`config.mk`:
```
export PLATFORM = sky130hd
export DESIGN_NAME = seq_chk_monitor
export DESIGN_NICKNAME = d
export VERILOG_FILES = /design/src/rtl/seq_stim_chk_pkg.sv /design/src/rtl/seq_chk_monitor.sv
export SDC_FILE = /design/constraint.sdc
export NUM_CORES = 1
export LEC_CHECK = 0
export CORE_AREA = 4 4 73 75
export CTS_BUF_LIST = sky130_fd_sc_hd__clkbuf_4 sky130_fd_sc_hd__clkbuf_8
export CTS_CLUSTER_DIAMETER = 40
export CTS_CLUSTER_SIZE = 16
export DETAILED_ROUTE_END_ITERATION = 7
export DIE_AREA = 0 0 77 79
export GPL_ROUTABILITY_DRIVEN = 0
export PLACE_DENSITY = 0.78
export SYNTH_ARGS = -nofsm -noshare
export SYNTH_HDL_FRONTEND = slang
export SYNTH_SLANG_ARGS = --single-unit
```
`constraint.sdc`:
```
create_clock -name clk -period 2.8 [get_ports clk]
set_input_delay 0.28 -clock clk [delete_from_list [all_inputs] [get_ports clk]]
set_output_delay 0.28 -clock clk [all_outputs]
set_load 0.05 [all_outputs]
```
`src/rtl/seq_stim_chk_pkg.sv`:
```
// Shared types and constants for the seq_stim_chk stimulus generator / response checker.
package seq_stim_chk_pkg;

   typedef enum logic [1:0] {StIdle, StSeed, StRun, StDone} state_e;

   localparam int unsigned CNT_W     = 8;
   localparam int unsigned SEL_MODES = 4;
   localparam int unsigned K_W       = 16;
   localparam logic [CNT_W-1:0] IDX_NONE = 8'hFF;
   localparam logic [CNT_W-1:0] IDX_SAT  = 8'hFE;

   function automatic logic [CNT_W-1:0] sat_inc(input logic [CNT_W-1:0] v);
      return (v == '1) ? v : v + CNT_W'(1);
   endfunction

endpackage

```
`src/rtl/seq_chk_monitor.sv`:
```
// Response checker: verifies q is an incrementing stream with bounded holds and keeps statistics.
module seq_chk_monitor
   import seq_stim_chk_pkg::*;
#(
   parameter int unsigned WIDTH     = 8,
   parameter int unsigned START_VAL = 3,
   parameter int unsigned MAX_HOLD  = 1
) (
   input  logic             clk,
   input  logic             reset,
   input  logic             clear,
   input  logic             check_en,
   input  logic             first_sample,
   input  logic [K_W-1:0]   k,
   input  logic [WIDTH-1:0] q_in,
   output logic             err_hit,
   output logic [CNT_W-1:0] err_cnt,
   output logic [CNT_W-1:0] hold_cnt,
   output logic [CNT_W-1:0] first_err_idx
);

   logic [WIDTH-1:0] prev;
   logic [CNT_W-1:0] run_len;
   logic [CNT_W-1:0] idx_sat;
   logic             hold_ok;
   logic             is_hold;

   assign hold_ok = (32'(run_len) + 32'd1) <= MAX_HOLD;
   assign idx_sat = (k >= K_W'(IDX_SAT)) ? IDX_SAT : k[CNT_W-1:0];

   always_comb begin
      err_hit = 1'b0;
      is_hold = 1'b0;
      if (check_en) begin
         if (first_sample) begin
            err_hit = (q_in != WIDTH'(START_VAL));
         end else if (q_in == prev + WIDTH'(1)) begin
            err_hit = 1'b0;
         end else if (q_in == prev) begin
            if (hold_ok) is_hold = 1'b1;
            else         err_hit = 1'b1;
         end else begin
            err_hit = 1'b1;
         end
      end
   end

   // prev always follows q so that a single jump costs exactly one error.
   always_ff @(posedge clk or negedge reset) begin
      if (!reset) begin
         prev          <= '0;
         run_len       <= '0;
         err_cnt       <= '0;
         hold_cnt      <= '0;
         first_err_idx <= IDX_NONE;
      end else if (clear) begin
         prev          <= '0;
         run_len       <= '0;
         err_cnt       <= '0;
         hold_cnt      <= '0;
         first_err_idx <= IDX_NONE;
      end else if (check_en) begin
         prev <= q_in;
         if (err_hit) begin
            err_cnt <= sat_inc(err_cnt);
            if (first_err_idx == IDX_NONE) first_err_idx <= idx_sat;
            run_len <= '0;
         end else if (is_hold) begin
            hold_cnt <= sat_inc(hold_cnt);
            run_len  <= sat_inc(run_len);
         end else begin
            run_len <= '0;
         end
      end
   end

endmodule

```
==> impl_metrics.json <==
{
  "outcome": "finished clean",
  "grt_pass1_wl_um": 8490,
  "yosysUniqueCellTypes": 52,
  "cts.clk_slew.worst_paths_ps": 80,
  "synth-compound-area-share_pct": 13.2,
  "grt_pass1_vias": 1856,
  "track_usage_pct": 17.4,
  "ant_nets": 0,
  "dominantRegCellSynth": "dfrtp_1",
  "regArea_um2": 1010,
  "finalMaxSlewViolations": 0,
  "antenna_cells": 0,
  "synth.area.mux_share_pct": 5.95,
  "cts_max_level": 2,
  "nFillCells": 377,
  "grt_max_degree": 42,
  "initial_utilization_pct": 48.7,
  "synth_top_family_by_area": "simple AND/OR/NAND/NOR gates",
  "yosysMostFrequentCell": "dfrtp_1",
  "fin_crit_sh_pct": 95.7,
  "syn2layout_area_growth_pct": 33.0,
  "design.core.area_um2": 4660,
  "rsz0062_at_grt": "yes",
  "p_leak_nw": 1.26,
  "synth_seq_cells": 40,
  "cts_root_buf": "clkbuf_8",
  "async_reset_ff_share_pct": 100,
  "fin_setup_tns_ps": 0,
  "cts_sinks": 40,
  "cp-start-kind": "flop",
  "multi_input_area_um2": 1190,
  "drc_errors": 0,
  "dieHeight_um": 79,
  "cap_violations": 0,
  "end_kind": "output pin",
  "cp_cell_sequence": "ha_4 -> xor2_1 -> or4_4 -> a211oi_2 -> nor4b_4 -> buf_4 -> a211o_1 -> inv_2 -> buf_6",
  "synth_edf_count": 0,
  "io_buffers": 53,
  "required_ps": 2520,
  "netlist_top_cells_area": "dfrtp_1 35%, dfstp_2 9.3%, mux2i_1 4.0%",
  "max_slew.worst_pin.slew_ps": 867,
  "worst-path-max-fanout": 3,
  "hold_class": "primary input to asynchronous set/reset pin",
  "antenna_found_initial": 0,
  "totalWireLength_um": 5120,
  "hold_violations": 0,
  "syn_area_um2": 2270,
  "drt_pass1_iterations": 4,
  "dp.cells": 326,
  "synthesis.nets": 255,
  "cts_buffer_depth": 2,
  "synth-xor-area-share_pct": 6.12,
  "hold_buffers": 0,
  "skew_ps": 8.36,
  "yosys.area_share.simple_pct": 23.6,
  "drive_gt1_share_pct": 15.1,
  "viasPerCell": 5.76,
  "ys_seq_area_share_pct": 44.5,
  "cpPeakStageDelay_ps": 420,
  "design.die.area_um2": 6080,
  "netlist_top_cells_count": "32 x dfrtp_1, 23 x nor2_1, 12 x nand3_1",
  "wire_per_inst_um": 15.2,
  "num_io_pins": 54,
  "fin_nets": 317,
  "max_freq_ghz": 0.373,
  "grt_overflow": 0,
  "row_count": 25,
  "synth_top_area_share_pct": 35.3,
  "crit_type": "flop to output pin",
  "clkLatencyLatePin_ps": 290,
  "synth_area_leader_cell": "dfrtp_1",
  "ir_drop_uv": 270,
  "cts_tree": "built",
  "cts_buffers": 5,
  "layout.cells.non_filler": 338,
  "power.density_nw_per_um2": 417,
  "synth.yosys.warnings": 0,
  "hpwl_um": 3660,
  "num_vias": 1947,
  "drt_iter0_markers": 90,
  "worst-endpoint-arrival_ps": 2400,
  "setup_viol": 0,
  "min_period_ps": 2680,
  "synthCells": 221,
  "die_w_um": 77,
  "avgSynthCellArea_um2": 10.3,
  "slew_headroom_pct": 42.2,
  "critPathSlowestCell": "dfrtp_1",
  "synthAdderAreaFrac_pct": 2.76
}
## critical path, delay by kind of cell (launching register included)
kind | cells | cell delay, ps
flops | 1 | 420
simple gates | 2 | 660
compound gates | 2 | 320
buf+inv | 3 | 370
xor+xnor | 1 | 160
fa+ha+maj | 1 | 180
## area by class of cell
| cell class | instances | share of cell area (%) |
|---|---|---|
| Multi-Input combinational cell | 165 | 39.3 |
| Sequential cell | 40 | 33.5 |
| Timing Repair Buffer | 65 | 20.6 |
| Clock buffer | 6 | 2.53 |
| Tap cell | 54 | 2.24 |
| Clock inverter | 2 | 1.16 |
| Inverter | 6 | 0.746 |
## cell families after synthesis
logic type / after synthesis
AOI/OAI and AO/OA: 38
buffers and inverters: 16
DFF: 40
adders and majority gates: 5
and+or+nand+nor: 94
muxes: 13
xor gates and xnor gates: 15
## report_power, final
part	internal, mW	switching (mW)	total (mW)
sequential	0.590	0.0137	0.604
clock	0.274	0.199	0.473
combinational	0.0854	0.0960	0.181
total	0.950	0.308	1.26
## per-stage QoR
| stage | hold slack [ps] | util [%] | worst slack [ps] | total power, mW | area (µm²) |
|---|---|---|---|---|---|
| 2_1_floorplan | -15.6 | - | 253 | 0.705 | 2270 |
| 3_3_place_gp | 452 | 61.3 | 175 | 0.793 | 2860 |
| 3_5_place_dp | 452 | 61.3 | 80.8 | 0.794 | 2860 |
| 4_1_cts | 132 | 64.3 | 8.41 | 1.27 | 3000 |
| 5_1_grt | 178 | 64.8 | -1.27 | 1.31 | 3020 |
| 6_report | 95.7 | 64.8 | 120 | 1.26 | 3020 |
## registers in the layout, summed over array words and instances, names as in the netlist
| signal | cells |
|---|---|
| err_cnt | 8 |
| first_err_idx | 8 |
| hold_cnt | 8 |
| prev | 8 |
| run_len | 8 |
## worst paths after layout
check                           start         end  depth (start not counted)  slack, ps
max                        run_len[0]     err_hit                          9        120
min in group clk           run_len[7]  run_len[7]                          1        490
min reg2reg                run_len[7]  run_len[7]                          1        490
min                             reset  err_cnt[7]                          1        100
max reg2reg                run_len[0]  err_cnt[7]                         12        130
max in group asynchronous       reset     prev[3]                          1       2150
## layout by cell type (no fill, tap or decap), types with 3 or more instances in the layout
| cell type | n |
|---|---|
| nor2_1 | 23 |
| or3_1 | 3 |
| clkdlybuf4s50_1 | 51 |
| o32a_1 | 7 |
| dfrtp_1 | 32 |
| ha_1 | 4 |
| xnor2_1 | 9 |
| o41ai_1 | 3 |
| mux2i_1 | 9 |
| a31oi_1 | 3 |
| nor2b_1 | 3 |
| a21oi_1 | 7 |
| xor2_1 | 5 |
| nand2_1 | 9 |
| mux2_1 | 4 |
| or4_1 | 4 |
| clkbuf_8 | 5 |
| nor4_1 | 4 |
| nand4_1 | 9 |
| and3_1 | 4 |
| buf_4 | 11 |
| o31ai_1 | 5 |
| nor3_1 | 3 |
| o21ai_0 | 3 |
| dfstp_2 | 8 |
| inv_1 | 5 |
| and2_1 | 5 |
| nand3_1 | 12 |
## routing by layer
metal | up-vias | global-route usage [%] | part of all wire (%) | wire length [µm]
met4 | 0 | 5.87 | 1.5 | 76
met3 | 7 | 3.74 | 5.2 | 267
met2 | 54 | 28.7 | 48 | 2450
met5 | - | 0 | 0 | 0
met1 | 930 | 22.8 | 45 | 2330
li1 | 956 | - | - | -
## what timing repair did
action | in CTS | in global routing
setup endpoints to repair | 1 | 6
pin swaps | 1 | 7
buffers inserted | 4 | 0
resized for setup | 0 | 4
endpoints found under the hold margin | 0 | 0
No activity file was read; power rests on OpenSTA's default activity.
